## src/rtl/qspi_flash_responder.sv

```systemverilog
// QSPI flash responder: quad read (0xEB) and quad program (0x32)
// against a small byte memory, driven from a sampled serial bus.
module qspi_flash_responder #(
  parameter int MEM_DEPTH    = 256,
  parameter int DUMMY_CYCLES = 4
) (
  input  logic       h_clk,
  input  logic       h_rst,
  input  logic       cs_n,
  input  logic       sclk,
  input  logic [3:0] io_in,
  output logic [3:0] io_out,
  output logic [3:0] io_oe,
  output logic       busy,
  output logic       cmd_err
);

  localparam int AW = $clog2(MEM_DEPTH);

  localparam logic [7:0] OP_READ = 8'hEB;
  localparam logic [7:0] OP_PROG = 8'h32;

  localparam logic [3:0] DUMMY_LAST =
    4'(DUMMY_CYCLES - 1);

  typedef enum logic [2:0] {
    S_IDLE,
    S_CMD,
    S_ADDR,
    S_DUMMY,
    S_RD_DATA,
    S_WR_DATA,
    S_IGNORE
  } state_t;

  state_t         state_q;
  logic           sclk_q;
  logic [3:0]     cnt_q;
  logic [7:0]     cmd_q;
  logic [AW-1:0]  addr_q;
  logic           rd_q;
  logic           nib_hi_q;
  logic [3:0]     hi_q;
  logic [3:0]     io_out_q;
  logic [3:0]     io_oe_q;
  logic           busy_q;
  logic           err_q;

  logic [7:0]     mem_q [MEM_DEPTH];

  logic           rise;
  logic           fall;
  logic [7:0]     cmd_d;
  logic [AW-1:0]  addr_d;
  logic [AW-1:0]  addr_inc_d;
  logic [7:0]     rd_byte;
  logic [3:0]     rd_nib;
  logic           wr_en;

  assign rise = sclk & ~sclk_q;
  assign fall = ~sclk & sclk_q;

  // Opcode arrives on io0, address nibbles on io3..io0;
  // only the low AW address bits survive the shift.
  assign cmd_d  = 8'({cmd_q, io_in[0]});
  assign addr_d = AW'({addr_q, io_in});

  assign addr_inc_d = addr_q + 1'b1;

  assign rd_byte = mem_q[addr_q];
  assign rd_nib  = nib_hi_q ? rd_byte[7:4]
                            : rd_byte[3:0];

  // A deasserted cs_n or reset blocks the write even
  // when it coincides with the second nibble's rise.
  assign wr_en = ~h_rst & ~cs_n & rise
               & (state_q == S_WR_DATA)
               & ~nib_hi_q;

  // Byte store: written on the low nibble, never reset.
  always_ff @(posedge h_clk) begin
    if (wr_en) begin
      mem_q[addr_q] <= {hi_q, io_in};
    end
  end

  // Transaction FSM with registered bus outputs.
  always_ff @(posedge h_clk) begin
    if (h_rst) begin
      state_q  <= S_IDLE;
      sclk_q   <= 1'b0;
      cnt_q    <= '0;
      cmd_q    <= '0;
      addr_q   <= '0;
      rd_q     <= 1'b0;
      nib_hi_q <= 1'b0;
      hi_q     <= '0;
      io_out_q <= '0;
      io_oe_q  <= '0;
      busy_q   <= 1'b0;
      err_q    <= 1'b0;
    end else begin
      sclk_q <= sclk;
      err_q  <= 1'b0;
      if (cs_n) begin
        state_q  <= S_IDLE;
        cnt_q    <= '0;
        io_out_q <= '0;
        io_oe_q  <= '0;
        busy_q   <= 1'b0;
      end else begin
        unique case (state_q)
          S_IDLE: begin
            state_q <= S_CMD;
            cnt_q   <= '0;
            busy_q  <= 1'b1;
          end
          S_CMD: begin
            if (rise) begin
              cmd_q <= cmd_d;
              cnt_q <= cnt_q + 1'b1;
              if (cnt_q == 4'd7) begin
                cnt_q <= '0;
                if (cmd_d == OP_READ) begin
                  state_q <= S_ADDR;
                  rd_q    <= 1'b1;
                end else if (cmd_d == OP_PROG) begin
                  state_q <= S_ADDR;
                  rd_q    <= 1'b0;
                end else begin
                  state_q <= S_IGNORE;
                  err_q   <= 1'b1;
                end
              end
            end
          end
          S_ADDR: begin
            if (rise) begin
              addr_q <= addr_d;
              cnt_q  <= cnt_q + 1'b1;
              if (cnt_q == 4'd5) begin
                cnt_q    <= '0;
                nib_hi_q <= 1'b1;
                state_q  <= rd_q ? S_DUMMY
                                 : S_WR_DATA;
              end
            end
          end
          S_DUMMY: begin
            if (rise) begin
              cnt_q <= cnt_q + 1'b1;
              if (cnt_q == DUMMY_LAST) begin
                cnt_q    <= '0;
                nib_hi_q <= 1'b1;
                state_q  <= S_RD_DATA;
              end
            end
          end
          S_RD_DATA: begin
            if (fall) begin
              io_out_q <= rd_nib;
              io_oe_q  <= 4'hF;
              nib_hi_q <= ~nib_hi_q;
              if (!nib_hi_q) begin
                addr_q <= addr_inc_d;
              end
            end
          end
          S_WR_DATA: begin
            if (rise) begin
              if (nib_hi_q) begin
                hi_q     <= io_in;
                nib_hi_q <= 1'b0;
              end else begin
                nib_hi_q <= 1'b1;
                addr_q   <= addr_inc_d;
              end
            end
          end
          S_IGNORE: begin
            io_out_q <= '0;
            io_oe_q  <= '0;
          end
          default: begin
            state_q <= S_IDLE;
          end
        endcase
      end
    end
  end

  assign io_out  = io_out_q;
  assign io_oe   = io_oe_q;
  assign busy    = busy_q;
  assign cmd_err = err_q;

endmodule

```

## config.mk

```make
export PLATFORM = sky130hd
export DESIGN_NAME = qspi_flash_responder
export DESIGN_NICKNAME = d
export VERILOG_FILES = /design/src/rtl/qspi_flash_responder.sv
export SDC_FILE = /design/constraint.sdc
export NUM_CORES = 2
export LEC_CHECK = 0
export BUFFER_PORTS_ARGS = -buffer_cell sky130_fd_sc_hd__buf_2
export CAP_MARGIN = 0
export CORE_UTILIZATION = 57
export CTS_CLUSTER_DIAMETER = 60
export CTS_CLUSTER_SIZE = 20
export DETAILED_ROUTE_END_ITERATION = 10
export GPL_TIMING_DRIVEN = 0
export MAX_ROUTING_LAYER = met4
export PLACE_DENSITY_LB_ADDON = 0.08
export SLEW_MARGIN = 20
export SYNTH_ARGS = -nofsm -noshare
export SYNTH_HDL_FRONTEND = slang
export SYNTH_SLANG_ARGS = --single-unit
```

## constraint.sdc

```tcl
create_clock -name h_clk -period 4.3 [get_ports h_clk]
set_clock_uncertainty 0.05 [all_clocks]
set_input_delay 0.86 -clock h_clk [delete_from_list [all_inputs] [get_ports h_clk]]
set_output_delay 0.86 -clock h_clk [all_outputs]
set_load 0.03 [all_outputs]
```

Word-level counts from Yosys, hierarchy flattened. Memory sizes are Yosys's and may differ from the RTL's. A register that Yosys moved wholly into a read port is not among the register bits. Index checks and enable logic that the tools add are counted.

RAM bits: 2048. Input bits: 8. Flip-flop bits (word level): 39. Logic and storage cells: 108. Memories kept: 1.

Memories: mem_q (depth 256, bits a word 8, rd ports 1, clocked after Yosys merged registers in 1, wr ports 1, RTL line 49) `logic [7:0] mem_q [MEM_DEPTH];`.

Bitwise operators: 15. Equality and inequality tests: 19. Multiplexer cells: 42. $add $sub $neg: 2. Reductions and logical operators: 17.

Operators by type and width (number): 8-bit 2-to-1 mux (6); 4-bit 2-to-1 mux (9); 3-bit 2-to-1 mux (9); 8-bit case mux with 3 select lines (1); 2-bit != test (second input constant) (8); 4-bit case mux with 2 select lines (2); 4-bit case mux with 4 select lines (1); 3-bit case mux with 5 select lines (1); 1-bit 2-to-1 mux (12); 5-bit AND reduction (2); 3-bit == test (second input constant) (3); 1-bit inverter (9); 8-bit by 1-bit adder with 8-bit output (second input constant) (1); 4-bit by 3-bit == test with 1-bit output (second input constant) (2); 8-bit by 6-bit == test with 1-bit output (second input constant) (1); 8-bit == test (second input constant) (1); 4-bit AND reduction (2); 8-bit AND reduction (1); 4-bit nonzero test (2); 7-bit AND reduction (1); 1-bit AND (6); 3-bit by 2-bit == test with 1-bit output (second input constant) (2); 6-bit OR reduction (1); 4-bit by 1-bit adder with 4-bit output (second input constant) (1); other kinds (10) (11).

Logic depth before layout (Yosys ltp).
Word-level depth: 7. Gate-level depth with buffers: 13.

Worst setup path before layout. Ideal clock, no wire load.

Path type: register to register. From: reg hi_q[0]. To: mem mem_q[0][4] (data pin). Library setup time: 856 ps. Stages on the path, launching flop included: 1. Buffers on the path: 0. Slack: -2 ps. Arrival: 3397 ps. Clock period less this slack: 4302 ps. Data required time: 3394 ps. Cells stage by stage: dfxtp_1.

RTL lines: start: declaration (RTL line 43) `logic [3:0] hi_q;`; start signal: assignment (RTL line 172) `hi_q <= io_in;`; end: declaration (RTL line 49).

No word-level cell before the write port.

Worst setup path in the final report.
From: reg nib_hi_q. To: reg io_out_q[0] (netlist: io_out[0]).

Word-level cells in the longest chain between the ends: 3.

Ends and longest elaborated chain: start: declaration (RTL line 42) `logic nib_hi_q;`; start signal: assignment (RTL line 163) `nib_hi_q <= ~nib_hi_q;`; 4-bit 2-to-1 mux (RTL line 71) `assign rd_nib = nib_hi_q ? rd_byte[7:4]`; 4-bit 2-to-1 mux (RTL line 160) `if (fall) begin`; 4-bit case mux with 2 select lines (RTL line 112) `unique case (state_q)`; end signal: assignment (RTL line 161) `io_out_q <= rd_nib;`; end: declaration (RTL line 44) `logic [3:0] io_out_q;`.

No other way between the ends. The select of a mux whose other input is x is not followed. A chain may end at the register's enable or synchronous reset.

==> reports/metrics.csv <==
stage,metric,value,unit
final_layout,syn_to_final_growth,10.38,%
worst_setup_path,worstSetupEndpointType,flop,
final_layout,final_cells,6157,
timing,setup_slack,-0.1977,ns
power_and_ir_drop,p_per_area,411.6,nW/um^2
timing,min_period_over_period,104.6,%
timing,setup_viol,71,
die,io_pins,18,
power_and_ir_drop,power_frac_comb,1.9,%
timing,drv_slew,0,
timing,clock.fmax,222.3,MHz
power_and_ir_drop,p_leak,26.24,nW
global_route,grt_pass1_wl,372.0,mm
logic_synthesis,syn_area,81600,sq um
logic_synthesis,ys.flop_type,edfxtp_1,
placement,hpwlAfterDp,186.9,mm
cts,clock-sinks,2092,
final_layout,drive_above_1_share,23.09,%
timing,tightest_slew,1.324,ns
cts,root_buffer,clkbuf_16,
worst_setup_path,crit_path_max_fanout,10,
final_layout,n_fill_cell,9716,
die,die_h,380.4,um
final_layout,fin_nets,4175,
route,wl,281.1,mm
worst_setup_path,cp.required,4.96,ns
route,avgViaCountPerCell,7.380,
logic_synthesis,synthArstFlopShare,0,%
logic_synthesis,ys_types,71,
logic_synthesis,syn_inst,3963,
worst_setup_path,worstSetupPathType,reg -> reg,
timing,relSlewSlack,11.58,%
placement,pre_cts_slack,-1.005,ns
worst_setup_path,startpoint_type,flop,
route,dr.pass1.iters,10,
flow_run,cap_viol_max_count,0,
logic_synthesis,syn_area_per_cell,20.59,sq um
placement,dp_cells,5911,
global_route,grt_overflow,0,
cts,clkTransAtPathRegs,0.08,ns
route,drcViolationCount,0,
global_route,grt_max_degree,135,
die,start_util,57.56,%
power_and_ir_drop,seqPwrFrac,59.8,%
run_status,status,finished with violations,
logic_synthesis,synth.area.top_cells,"edfxtp_1 (75%), mux4_2 (13%), mux2i_1 (2.0%)",
worst_setup_path,crit_arrival,5.15,ns
cts,clk_latency,0.81,ns
final_layout,final_common_cell,edfxtp_1,
timing,finalHoldViolations,0,
route,drtIter0Drc,9014,
global_route,track_usage,40.35,%
die,core,141800,sq um
die,rows,138,
global_route,antenna_found_initial,14,
cts,cts_htree_levels,4,
run_status,violations,setup timing,
route,vias,45441,
power_and_ir_drop,netSwitchingFraction,20.83,%
final_layout,layout_common_cells,"edfxtp_1 (2048), mux4_2 (475), nor2_1 (312), mux2i_1 (164), clkbuf_16 (151)",
placement,io_buffers,16,
logic_synthesis,synth_top_area_share,75.37,%
logic_synthesis,ys_warn_count,0,
die,dieArea,144700,sq um
worst_hold_path,hold_path.class,in -> reg,
logic_synthesis,seq_area_frac_synth,76.45,%
route,avgRoutedWirePerCell,45.66,um
cts,holdBufCountCts,0,
global_route,grt_pass1_vias,42183,
logic_synthesis,synth_nets,3977,
cts,post_cts_buffers,0,
power_and_ir_drop,peakVddDrop,0.0003467,V
cts,cts_tree,yes,
power_and_ir_drop,p_sw,7.720,mW
placement,gp_congestion,1.006,
timing,rsz0062_at_grt,yes,
power_and_ir_drop,intPower,29.35,mW
route,drtAntennaViolNets,0,
timing,min_period,4.498,ns
cts,cts_buffers,141,
power_and_ir_drop,clockPowerShare,38.3,%
logic_synthesis,synth-edff-count,2048,
logic_synthesis,yosysTopAreaCell,edfxtp_1,
logic_synthesis,ys_seq_elements,2092,
cts,clockBufferDepth,3,
die,die_w,380.4,um
==> power groups by stage <==
stage                     sequential [mW]  combinational [mW]  clock, mW
after global routing                 22.2               0.696       14.8
after floorplan                      22.6               0.235          0
after global placement               22.7               0.614          0
final                                22.2               0.698       14.2
after CTS                            22.2               0.666       14.1
after detailed placement             22.6               0.664          0
==> registers in the layout, summed over array words and instances, names as in the netlist, 3 cells and up, named ones only <==
signal   cells
cnt_q        4
state_q      3
hi_q         4
addr_q       8
mem_q     2048
cmd_q        7
io_out       4
==> metrics by stage <==
stage | utilization, % | TNS (ns) | cell area (sq um) | power, mW | hold WS (ns)
final | 63.53 | -3.448 | 90070 | 37.07 | 0.2799
after global routing | 63.53 | -8.712 | 90050 | 37.64 | 0.2962
after CTS | 63.46 | 0 | 89960 | 36.94 | 0.2578
after detailed placement | 60.13 | -139.07 | 85240 | 23.30 | 0.4420
after global placement | 59.29 | -2944.80 | 84050 | 23.29 | 0.4098
after floorplan | - | 0 | 81600 | 22.87 | 0.3884
==> logic make-up after synthesis <==
| kind of cell | Yosys count | share of synthesized area, % |
|---|---|---|
| flip-flops | 2092 | 76.45 |
| multiplexers | 652 | 15.30 |
| AND/OR/NAND/NOR | 590 | 3.206 |
| AO/OA/AOI/OAI | 370 | 3.214 |
| buffers and inverters | 252 | 1.728 |
| adder cells (fa/ha/maj) | 6 | 0.09200 |
| XOR/XNOR | 1 | 0.01074 |
==> layer usage <==
metal	GRT usage [%]	up-vias	wire (um)
met5	-	-	0
met4	20.62	0	18140
met3	14.37	829	42720
met2	54.51	3829	120200
met1	54.31	23911	100100
li1	-	16872	-
==> cells in the mapped netlist (8+ instances only) <==
master,n
nor3_1,25
nand3_1,25
o21ai_0,39
and2_1,8
nand2b_1,13
o221ai_1,62
a22o_1,12
mux2_2,11
mux4_2,475
mux2i_1,166
o31ai_1,10
o22ai_1,39
a22oi_1,55
a211oi_1,18
edfxtp_1,2048
clkbuf_1,119
nand4_1,12
and3_1,8
a2111oi_0,9
a21oi_1,71
nor2b_1,23
nor4_1,15
buf_1,13
a221oi_1,12
buf_2,46
buf_4,26
buf_6,36
dfxtp_1,44
nor2_1,329
nand2_1,97
==> layout make-up <==
| type | count | area (sq um) | area share, % |
|---|---|---|---|
| plain buffers | 240 | 1530 | 1.699 |
| well taps | 1890 | 2365 | 2.626 |
| repair buffers | 58 | 1189 | 1.320 |
| inverters | 9 | 37.54 | 0.04168 |
| multi-input cells | 1619 | 17960 | 19.94 |
| diodes | 9 | 22.52 | 0.02501 |
| clock inverters | 75 | 726.9 | 0.8071 |
| clock buffers | 165 | 3841 | 4.265 |
| flip-flops and latches | 2092 | 62400 | 69.28 |
==> critical path, stage by stage (launching register included) <==
cell and delay (ns):
dfxtp_1 0.54, clkbuf_1 0.94, clkbuf_1 0.72, buf_1 0.96
nor2_1 0.18, a211oi_2 0.61, nor4_1 0.14, a211o_1 0.24
==> worst paths after layout <==
| kind | start | endpoint | slack, ns | cells after the start |
|---|---|---|---|---|
| worst max-delay path | nib_hi_q$_SDFFE_PP0P_ | io_out[0]$_SDFFE_PP0P_ | -0.20 | 7 |
| worst min-delay path | sclk | sclk_q$_SDFF_PP0_ | 0.28 | 2 |
| worst max register to register | nib_hi_q$_SDFFE_PP0P_ | io_out[0]$_SDFFE_PP0P_ | -0.20 | 7 |
| worst min register to register | rd_q$_SDFFE_PP0P_ | rd_q$_SDFFE_PP0P_ | 0.45 | 2 |
==> repair_timing <==
action	4_1_cts	5_1_grt
endpoints found under the setup margin	4	151
resized for setup	53	31
pin swaps	2	1
(Power assumes the default switching activity.)
